$ cat src/rtl/mem_stage_lsu_if.sv
// mem_stage_lsu_if: single-outstanding data-memory request/response port
interface mem_stage_lsu_if;
  logic        dmem_req;
  logic        dmem_we;
  logic [31:0] dmem_addr;
  logic [3:0]  dmem_wstrb;
  logic [31:0] dmem_wdata;
  logic        dmem_ready;
  logic        dmem_rvalid;
  logic [31:0] dmem_rdata;
  modport master (
    output dmem_req, dmem_we, dmem_addr, dmem_wstrb, dmem_wdata,
    input  dmem_ready, dmem_rvalid, dmem_rdata
  );
  modport slave (
    input  dmem_req, dmem_we, dmem_addr, dmem_wstrb, dmem_wdata,
    output dmem_ready, dmem_rvalid, dmem_rdata
  );
endinterface

$ cat src/rtl/mem_stage_lsu.sv
// mem_stage_lsu: memory-stage load/store unit with single-outstanding dmem port and pipeline stall
module mem_stage_lsu (
  input  logic                  clk,
  input  logic                  rst_n,
  input  logic [31:0]           ALU_result_M,
  input  logic [31:0]           write_data_M,
  input  logic [2:0]            ls_type_M,
  input  logic                  we_mem_M,
  input  logic                  re_mem_M,
  mem_stage_lsu_if.master       dmem,
  output logic [31:0]           mem_rdata_M,
  output logic                  stall_M,
  output logic                  lsu_fault_M
);
  localparam logic [1:0] IDLE = 2'd0, BUSY = 2'd1, WAIT = 2'd2, DONE = 2'd3;
  logic [1:0]  state_q, state_d, off_q, off_d;
  logic [2:0]  type_q, type_d;
  logic        req_q, req_d, we_q, we_d;
  logic [31:0] addr_q, addr_d, wdata_q, wdata_d, rdata_q, rdata_d;
  logic [3:0]  wstrb_q, wstrb_d;
  logic        access, fault, start, capture;
  logic [7:0]  ld_byte;
  logic [15:0] ld_half;
  logic [31:0] ld_fmt, st_data;
  logic [3:0]  st_strb;
  assign access = we_mem_M | re_mem_M;
  assign fault = (we_mem_M & re_mem_M)
               | (we_mem_M & (ls_type_M[2] | &ls_type_M[1:0]))
               | (re_mem_M & (ls_type_M == 3'b011 | &ls_type_M[2:1]))
               | (ls_type_M[1:0] == 2'b01 & ALU_result_M[0])
               | (ls_type_M == 3'b010 & |ALU_result_M[1:0]);
  assign start = state_q == IDLE & access & ~fault;
  assign capture = dmem.dmem_rvalid & ~we_q & ((state_q == BUSY & dmem.dmem_ready) | state_q == WAIT);
  assign lsu_fault_M = rst_n & state_q == IDLE & access & fault;
  assign stall_M = rst_n & (start | state_q == BUSY | state_q == WAIT);
  assign dmem.dmem_req = req_q;
  assign dmem.dmem_we = we_q;
  assign dmem.dmem_addr = addr_q;
  assign dmem.dmem_wstrb = wstrb_q;
  assign dmem.dmem_wdata = wdata_q;
  assign mem_rdata_M = rdata_q;
  // lane-replicate store data and build the byte-enable mask from the low address bits
  always_comb begin
    st_data = ls_type_M[1] ? write_data_M : ls_type_M[0] ? {2{write_data_M[15:0]}} : {4{write_data_M[7:0]}};
    st_strb = ls_type_M[1] ? 4'b1111 : (ls_type_M[0] ? 4'b0011 : 4'b0001) << ALU_result_M[1:0];
  end
  // pick the addressed byte/half of the returned word and sign- or zero-extend it
  always_comb begin
    ld_byte = dmem.dmem_rdata[8*off_q +: 8];
    ld_half = dmem.dmem_rdata[16*off_q[1] +: 16];
    ld_fmt = type_q[1] ? dmem.dmem_rdata
           : type_q[0] ? {{16{~type_q[2] & ld_half[15]}}, ld_half}
           : {{24{~type_q[2] & ld_byte[7]}}, ld_byte};
  end
  // request sequencing: issue from IDLE, hold until ready, wait for read data, one completion cycle
  always_comb begin
    state_d = state_q;
    req_d = req_q;
    we_d = we_q;
    addr_d = addr_q;
    wstrb_d = wstrb_q;
    wdata_d = wdata_q;
    off_d = off_q;
    type_d = type_q;
    rdata_d = capture ? ld_fmt : rdata_q;
    if (start) begin
      state_d = BUSY;
      req_d = 1'b1;
      we_d = we_mem_M;
      addr_d = {ALU_result_M[31:2], 2'b00};
      wstrb_d = we_mem_M ? st_strb : 4'b0000;
      wdata_d = st_data;
      off_d = ALU_result_M[1:0];
      type_d = ls_type_M;
    end else if (state_q == BUSY && dmem.dmem_ready) begin
      req_d = 1'b0;
      state_d = (we_q | dmem.dmem_rvalid) ? DONE : WAIT;
    end else if (state_q == WAIT && dmem.dmem_rvalid) begin
      state_d = DONE;
    end else if (state_q == DONE) begin
      state_d = IDLE;
    end
  end
  // state and port registers; reset abandons any transaction in flight
  always_ff @(posedge clk or negedge rst_n) begin
    if (!rst_n) begin
      state_q <= IDLE;
      req_q <= 1'b0;
      we_q <= 1'b0;
      addr_q <= '0;
      wstrb_q <= '0;
      wdata_q <= '0;
      off_q <= '0;
      type_q <= '0;
      rdata_q <= '0;
    end else begin
      state_q <= state_d;
      req_q <= req_d;
      we_q <= we_d;
      addr_q <= addr_d;
      wstrb_q <= wstrb_d;
      wdata_q <= wdata_d;
      off_q <= off_d;
      type_q <= type_d;
      rdata_q <= rdata_d;
    end
  end
endmodule
$ cat src/flat_wrapper.sv
// flat-port wrapper written by rule: the top's interface ports become plain ports
module mem_stage_lsu_flat 
  (clk, rst_n, ALU_result_M, write_data_M, ls_type_M, we_mem_M, re_mem_M, mem_rdata_M, stall_M, lsu_fault_M, dmem_dmem_req, dmem_dmem_we, dmem_dmem_addr, dmem_dmem_wstrb, dmem_dmem_wdata, dmem_dmem_ready, dmem_dmem_rvalid, dmem_dmem_rdata);
  mem_stage_lsu_if dmem_i ();
  input  logic clk;
  input  logic rst_n;
  input  logic [31:0] ALU_result_M;
  input  logic [31:0] write_data_M;
  input  logic [2:0] ls_type_M;
  input  logic we_mem_M;
  input  logic re_mem_M;
  output logic [31:0] mem_rdata_M;
  output logic stall_M;
  output logic lsu_fault_M;
  output wire logic [$bits(dmem_i.dmem_req)-1:0] dmem_dmem_req;
  output wire logic [$bits(dmem_i.dmem_we)-1:0] dmem_dmem_we;
  output wire logic [$bits(dmem_i.dmem_addr)-1:0] dmem_dmem_addr;
  output wire logic [$bits(dmem_i.dmem_wstrb)-1:0] dmem_dmem_wstrb;
  output wire logic [$bits(dmem_i.dmem_wdata)-1:0] dmem_dmem_wdata;
  input wire logic [$bits(dmem_i.dmem_ready)-1:0] dmem_dmem_ready;
  input wire logic [$bits(dmem_i.dmem_rvalid)-1:0] dmem_dmem_rvalid;
  input wire logic [$bits(dmem_i.dmem_rdata)-1:0] dmem_dmem_rdata;
  assign dmem_dmem_req = dmem_i.dmem_req;
  assign dmem_dmem_we = dmem_i.dmem_we;
  assign dmem_dmem_addr = dmem_i.dmem_addr;
  assign dmem_dmem_wstrb = dmem_i.dmem_wstrb;
  assign dmem_dmem_wdata = dmem_i.dmem_wdata;
  assign dmem_i.dmem_ready = dmem_dmem_ready;
  assign dmem_i.dmem_rvalid = dmem_dmem_rvalid;
  assign dmem_i.dmem_rdata = dmem_dmem_rdata;
  mem_stage_lsu u_core (.clk(clk), .rst_n(rst_n), .ALU_result_M(ALU_result_M), .write_data_M(write_data_M), .ls_type_M(ls_type_M), .we_mem_M(we_mem_M), .re_mem_M(re_mem_M), .dmem(dmem_i), .mem_rdata_M(mem_rdata_M), .stall_M(stall_M), .lsu_fault_M(lsu_fault_M));
endmodule
$ cat config.mk
export PLATFORM = sky130hd
export DESIGN_NAME = mem_stage_lsu_flat
export DESIGN_NICKNAME = d
export VERILOG_FILES = /design/src/rtl/mem_stage_lsu_if.sv /design/src/rtl/mem_stage_lsu.sv /design/src/flat_wrapper.sv
export SDC_FILE = /design/constraint.sdc
export NUM_CORES = 1
export LEC_CHECK = 0
export CAP_MARGIN = 10
export CORE_UTILIZATION = 45
export CTS_CLUSTER_DIAMETER = 200
export CTS_CLUSTER_SIZE = 30
export DETAILED_ROUTE_END_ITERATION = 12
export PLACE_DENSITY = 0.9
export SYNTH_ARGS = -nofsm -noshare
export SYNTH_HDL_FRONTEND = slang
export SYNTH_SLANG_ARGS = --single-unit
$ cat constraint.sdc
create_clock -name clk -period 5.4 [get_ports clk]
set_input_delay 1.08 -clock clk [delete_from_list [all_inputs] [get_ports clk]]
set_output_delay 1.08 -clock clk [all_outputs]
set_load 0.005 [all_outputs]
==> results of run 1 <==
## cell type report
cell class	instances	area share
tap	140	0.0230
clock buffer	9	0.0295
clock inverter	7	0.0141
sequential	107	0.351
inverter	8	0.00394
multi-input combinational	309	0.302
timing repair buffer	212	0.276
## path summary, 6_finish.rpt
kind | slack (ns) | end | start | cells after the start
min reg2reg | 0.49 | u_core.dmem.dmem_addr[28]$_DFFE_PN0P_ | u_core.dmem.dmem_addr[28]$_DFFE_PN0P_ | 1
max reg2reg | 3.03 | u_core.mem_rdata_M[27]$_DFFE_PN0P_ | u_core.state_q[1]$_DFFE_PN0P_ | 4
max in group asynchronous | 3.40 | u_core.mem_rdata_M[12]$_DFFE_PN0P_ | rst_n | 2
max | 0.98 | stall_M | ALU_result_M[0] | 6
min in group asynchronous | 0.71 | u_core.mem_rdata_M[22]$_DFFE_PN0P_ | rst_n | 1
min | 0.49 | u_core.dmem.dmem_addr[28]$_DFFE_PN0P_ | u_core.dmem.dmem_addr[28]$_DFFE_PN0P_ | 1
## synthesized netlist by cell type (all sizes together)
master   count  area, µm²
dfrtp      107       2680
mux2        90       1010
nand2       43        161
a21oi       30        154
o21ai       30        150
nor2        29        109
buf         20        149
mux2i       14        140
clkbuf      13       48.8
nor3b       11       82.6
a211oi      10       80.1
inv          8       30.0
a211o        7       61.3
or3          7       43.8
and3b        6       52.6
nand2b       4       25.0
nor2b        4       25.0
nor4         4       46.3
a31oi        2       12.5
and2         2       12.5
nand3        2       10.0
a21o         1       7.51
a221o        1       10.0
a2bb2oi      1       8.76
conb         1       3.75
nand3b       1       11.3
nor4b        1       8.76
o211ai       1       7.51
o21bai       1       7.51
o22a         1       8.76
o31a         1       8.76
o31ai        1       7.51
o32ai        1       8.76
o41ai        1       8.76
## registers in the layout, indices dropped and copies added (netlist names)
| signal | count |
|---|---|
| u_core.dmem.dmem_addr | 30 |
| u_core.dmem.dmem_req | 1 |
| u_core.dmem.dmem_wdata | 32 |
| u_core.dmem.dmem_we | 1 |
| u_core.dmem.dmem_wstrb | 4 |
| u_core.mem_rdata_M | 32 |
| u_core.off_q | 2 |
| u_core.state_q | 2 |
| u_core.type_q | 3 |
## logic make-up after synthesis
family | synth area share
simple gates | 0.113
flops | 0.516
mux | 0.222
compound gates | 0.104
buf+inv | 0.0439
other cells | 0.000722
## per-stage QoR
step                      cell area [µm²]  instances  hold WS, ns
after floorplan                      5200        457        0.473
after global placement               7290        776        0.463
after detailed placement             7290        776        0.475
after CTS                            7630        792        0.492
after global routing                 7630        792        0.504
final                                7630        792        0.486
## power groups by stage
stage / registers [W] / logic (W) / clock network (W)
after floorplan: 0.00145 / 0.000670 / 0
after global placement: 0.00147 / 0.00163 / 0
after detailed placement: 0.00150 / 0.00167 / 0
after CTS: 0.00149 / 0.00169 / 0.000740
after global routing: 0.00154 / 0.00181 / 0.000776
final: 0.00149 / 0.00167 / 0.000727
## placed cells by master (no fill, tap or decap), types with 2 or more instances in the layout
master	n
clkdlybuf4s50_1	205
dfrtp_1	107
mux2_1	54
nand2_1	43
mux2_2	36
o21ai_0	29
a21oi_1	29
nor2_1	29
mux2i_1	14
nor3b_1	11
a211oi_1	9
clkbuf_16	9
inv_1	8
a211o_1	7
or3_1	7
buf_4	7
and3b_1	6
nand2b_1	4
nor2b_1	4
a31oi_1	2
nor4_4	2
nor4_1	2
and2_1	2
nand3_1	2
conb_1	2
bufinv_16	2
inv_8	2
## per-layer routing
layer	vias up	share of wire	track usage
met1	2114	0.40	0.299
met4	0	0.024	0.0810
met3	30	0.095	0.0842
met2	203	0.49	0.416
met5	-	0	0
li1	1990	-	-
==> key figures, run 1 <==
Clocking
  • # clock sinks: 107
  • CTS max path bufs: 2
  • Root Driver: clkbuf_16
  • H-tree depth: 3
  • Post-CTS Setup Bufs: 0
  • Clk_lat worst skew: 0.34 ns
  • Cts bufs inserted: 9
  • Clock transition at the registers of the reported paths: 0.07 ns
  • TritonCTS clock tree: built
  • Hold_buf cts: 0
  • Resize count post-CTS: 0

Critical path
  • CP startpoint kind: primary input
  • Worst EP required: 4.32 ns
  • Crit-path max cell delay: 0.66 ns
  • Crit Path Class: primary input to primary output
  • Bufs and invs on worst path: 2
  • CP max FO: 10
  • Most common cell on crit path: clkdlybuf4s50_1
  • Critical path's top delay family: buffers and inverters
  • Worst setup EP type: primary output
  • Crit path cell chain: clkdlybuf4s50_1 > o21ai_0 > o32ai_1 > nor4_4 > o31a_1 > clkdlybuf4s50_1
  • CP Data Arrival Time: 3.34 ns
  • Slowest stage cell, crit path: clkdlybuf4s50_1

Timing
  • Crit share post-route: 0.819
  • Final setup vio count: 0
  • Worst-margin pin slew: 0.931 ns
  • Final hold vios: 0
  • Setup TNS: 0 ns
  • Max Fclk: 0.226 GHz
  • Rel. slew slack: 0.379
  • Clock skew: 0.00867 ns
  • RSZ-0062 raised after global routing: no
  • Tmin final: 4.42 ns
  • Max-slew violations: 0
  • Final WS setup: 0.980 ns

Drt
  • Post-Route WL: 14500 µm
  • Post-route ant nets: 0
  • First-pass DRT Iterations: 4
  • DRT iter0 DRCs: 234
  • Via Count: 4337
  • WL per Instance: 18.3 µm
  • DR DRC count: 0
  • Vias/cell: 5.48

Yosys
  • Yosys warning total: 0
  • #FFs+latches synth: 107
  • Mapped Area: 5190 µm²
  • Post-Syn Area per Cell: 11.4 µm²
  • Yosys cell types: 43
  • Sequential share of the synthesized area: 0.516
  • Post-Syn Instances: 456

Pwr
  • Seq pwr share: 0.384
  • Tot Pwr: 0.00389 W
  • VDD IR max: 0.000348 V
  • Cell-internal power: 0.00268 W
  • Net Sw Power: 0.00121 W
  • Pleak: 3.12 nW
  • Clock Power Share: 0.187
  • Logic pwr share: 0.429
  • Switch share: 0.311
  • PD cells: 510 nW/µm²

Floorplanning
  • Initial Utilization: 0.471
  • Core area: 11000 µm²
  • I/O pin count: 209
  • Cell Rows: 38
  • Die Wd: 109 µm
  • DIE AREA: 12000 µm²
  • Die height: 109 µm

Cells and area
  • # diodes: 0
  • Final core utilization: 0.691
  • Share of cells above drive strength 1: 0.0982
  • Nets@finish: 752
  • Synthesis-to-layout area growth: 46.9%
  • Multi-input gate area: 2310 µm²
  • Seq. cell area: 2680 µm²
  • Fillers: 821

Placed design
  • HPWL after detailed placement: 10600 µm
  • PortBufs: 206
  • Pre-CTS WS: 1.02 ns
  • Final Wtd Congestion: 0.876

Hold path
  • Hold Path Class: flop to flop

Global routing
  • Largest net degree at the start of global routing: 74
  • Initial antenna violation count: 0
  • Gr usage total: 0.248
  • Vias in the first global route: 4435
  • First-pass GRT wire length: 22500 µm
  • Total grt overflow: 0

Job
  • Max Cap Viol: 0

Run status
  • Status: complete, no violations
Note: power is estimated with default switching activity, not from simulation.
==> run 2, diff against run 1 <==
Settings changed: CORE_UTILIZATION 45 to 44, PLACE_DENSITY 0.9 to 0.88.
Clock period 5.4 ns to 4.25 ns, I/O delays scaled along.
==> run 2 against run 1 <==
Compared with the run above:
- register-to-register slack worse by 1.2 ns
- final area about the same
- cell count up 0.38%
- setup slack got worse by 0.67 ns
- largest cell class unchanged
- first-iteration DRC count is 16% lower
- power rose by 28%
- non-clock buffer count stayed put
- critical path depth is the same
- utilization down 2.6 points
==> key figures, run 2 (synthesis results as in run 1) <==
Run status
  • Status: complete, no violations

Clocking
  • H-tree depth: 3
  • Resize count post-CTS: 0
  • # clock sinks: 107
  • TritonCTS clock tree: built
  • Hold_buf cts: 0
  • CTS max path bufs: 2
  • Clock transition at the registers of the reported paths: 0.07 ns
  • Post-CTS Setup Bufs: 0
  • Root Driver: clkbuf_16
  • Clk_lat worst skew: 0.35 ns
  • Cts bufs inserted: 9

Placed design
  • Pre-CTS WS: 0.343 ns
  • Placed insts: 779
  • PortBufs: 206
  • HPWL after detailed placement: 10700 µm
  • Final Wtd Congestion: 0.843

Timing
  • Final WS setup: 0.306 ns
  • Max Fclk: 0.254 GHz
  • Final hold vios: 0
  • Clock skew: 0.00760 ns
  • Final setup vio count: 0
  • Max-slew violations: 0
  • Rel. slew slack: 0.186
  • RSZ-0062 raised after global routing: no
  • Setup TNS: 0 ns
  • Crit share post-route: 0.928
  • Tmin final: 3.94 ns
  • WHS: 0.486 ns
  • Worst-margin pin slew: 1.22 ns

Pwr
  • Cell-internal power: 0.00343 W
  • PD cells: 650 nW/µm²
  • Seq pwr share: 0.383
  • Net Sw Power: 0.00153 W
  • Clock Power Share: 0.190
  • Switch share: 0.309
  • Logic pwr share: 0.427
  • Pleak: 3.12 nW
  • VDD IR max: 0.000401 V

Drt
  • Vias/cell: 5.48
  • Post-Route WL: 14400 µm
  • DRT iter0 DRCs: 197
  • Post-route ant nets: 0
  • Via Count: 4353
  • WL per Instance: 18.1 µm
  • First-pass DRT Iterations: 5
  • DR DRC count: 0

Global routing
  • Vias in the first global route: 4622
  • First-pass GRT wire length: 23500 µm
  • Largest net degree at the start of global routing: 74
  • Gr usage total: 0.242
  • Initial antenna violation count: 0
  • Total grt overflow: 0

Critical path
  • Crit Path Class: primary input to primary output
  • CP max FO: 10
  • CP startpoint kind: primary input
  • Worst EP required: 3.40 ns
  • Crit-path max cell delay: 0.65 ns
  • Slowest stage cell, crit path: clkdlybuf4s50_1
  • Worst setup EP type: primary output
  • Crit path cell chain: clkdlybuf4s50_1 > o21ai_0 > o32ai_1 > nor4_4 > o31a_1 > clkdlybuf4s50_1
  • CP Data Arrival Time: 3.09 ns
  • Most common cell on crit path: clkdlybuf4s50_1

Floorplanning
  • Core area: 11500 µm²
  • Die Wd: 111 µm
  • Cell Rows: 39
  • Die height: 111 µm
  • I/O pin count: 209
  • Initial Utilization: 0.453
  • DIE AREA: 12200 µm²

Job
  • Max Cap Viol: 0

Cells and area
  • # diodes: 0
  • Final std cells w/o fill: 795
  • Most frequent cells in the layout: clkdlybuf4s50_1, dfrtp_1, mux2_1
  • Nets@finish: 752
  • Most common cell after layout, fill and taps aside: clkdlybuf4s50_1
  • Synthesis-to-layout area growth: 47.0%
  • Share of cells above drive strength 1: 0.0982

Hold path
  • Hold Path Class: flop to flop
run 2: cell types whose count changed in the layout (fill, tap and decap cells not counted):
| cell | previous run | this run |
|---|---|---|
| clkinv_4 | 1 | 0 |
| clkinv_2 | 0 | 1 |
| inv_6 | 1 | 0 |
| clkbuf_8 | 0 | 2 |
| inv_8 | 2 | 1 |
run 2: layer usage:
layer | GRT usage | vias up | wire length (µm)
li1 | - | 1995 | -
met1 | 0.285 | 2136 | 5660
met2 | 0.410 | 195 | 7290
met3 | 0.0735 | 27 | 1090
met4 | 0.0969 | 0 | 340
met5 | 0 | - | 0
run 2: path summary, 6_finish.rpt:
path	end	depth (start not counted)	slack (ns)	from
worst max-delay path	stall_M	6	0.31	ALU_result_M[0]
worst min-delay path	u_core.dmem.dmem_wdata[3]$_DFFE_PN0P_	1	0.49	u_core.dmem.dmem_wdata[3]$_DFFE_PN0P_
worst max register to register	u_core.mem_rdata_M[25]$_DFFE_PN0P_	4	1.86	u_core.state_q[1]$_DFFE_PN0P_
worst min register to register	u_core.dmem.dmem_wdata[3]$_DFFE_PN0P_	1	0.49	u_core.dmem.dmem_wdata[3]$_DFFE_PN0P_
max in group asynchronous	u_core.mem_rdata_M[30]$_DFFE_PN0P_	2	3.05	rst_n
min in group asynchronous	u_core.dmem.dmem_wstrb[3]$_DFFE_PN0P_	2	0.62	rst_n
run 2: area by class of cell:
type                            instances  area [µm²]
Timing Repair Buffer                  212        2100
Sequential cell                       107        2680
Clock inverter                          5        83.8
Multi-Input combinational cell        309        2310
Inverter                                8        30.0
Tap cell                              143         179
Fill cell                             861        3830
Clock buffer                           11         253
run 2: critical path, delay by kind of cell:
family	cells	cell delay, ns
buffers and inverters	2	1.11
and+or+nand+nor	1	0.09
AOI/OAI and AO/OA	3	1.04
run 2: power groups by stage:
stage / combinational, W / clock [W] / sequential (W)
2_1_floorplan: 0.000851 / 0 / 0.00184
3_3_place_gp: 0.00207 / 0 / 0.00188
3_5_place_dp: 0.00213 / 0 / 0.00192
4_1_cts: 0.00215 / 0.000956 / 0.00191
5_1_grt: 0.00229 / 0.000989 / 0.00198
6_report: 0.00212 / 0.000944 / 0.00190
run 2: stage by stage:
step / util / total power (W) / area (µm²)
3_3_place_gp: 0.636 / 0.00396 / 7300
3_5_place_dp: 0.636 / 0.00405 / 7300
6_report: 0.666 / 0.00496 / 7630
2_1_floorplan: - / 0.00269 / 5200
4_1_cts: 0.666 / 0.00501 / 7630
5_1_grt: 0.666 / 0.00525 / 7630
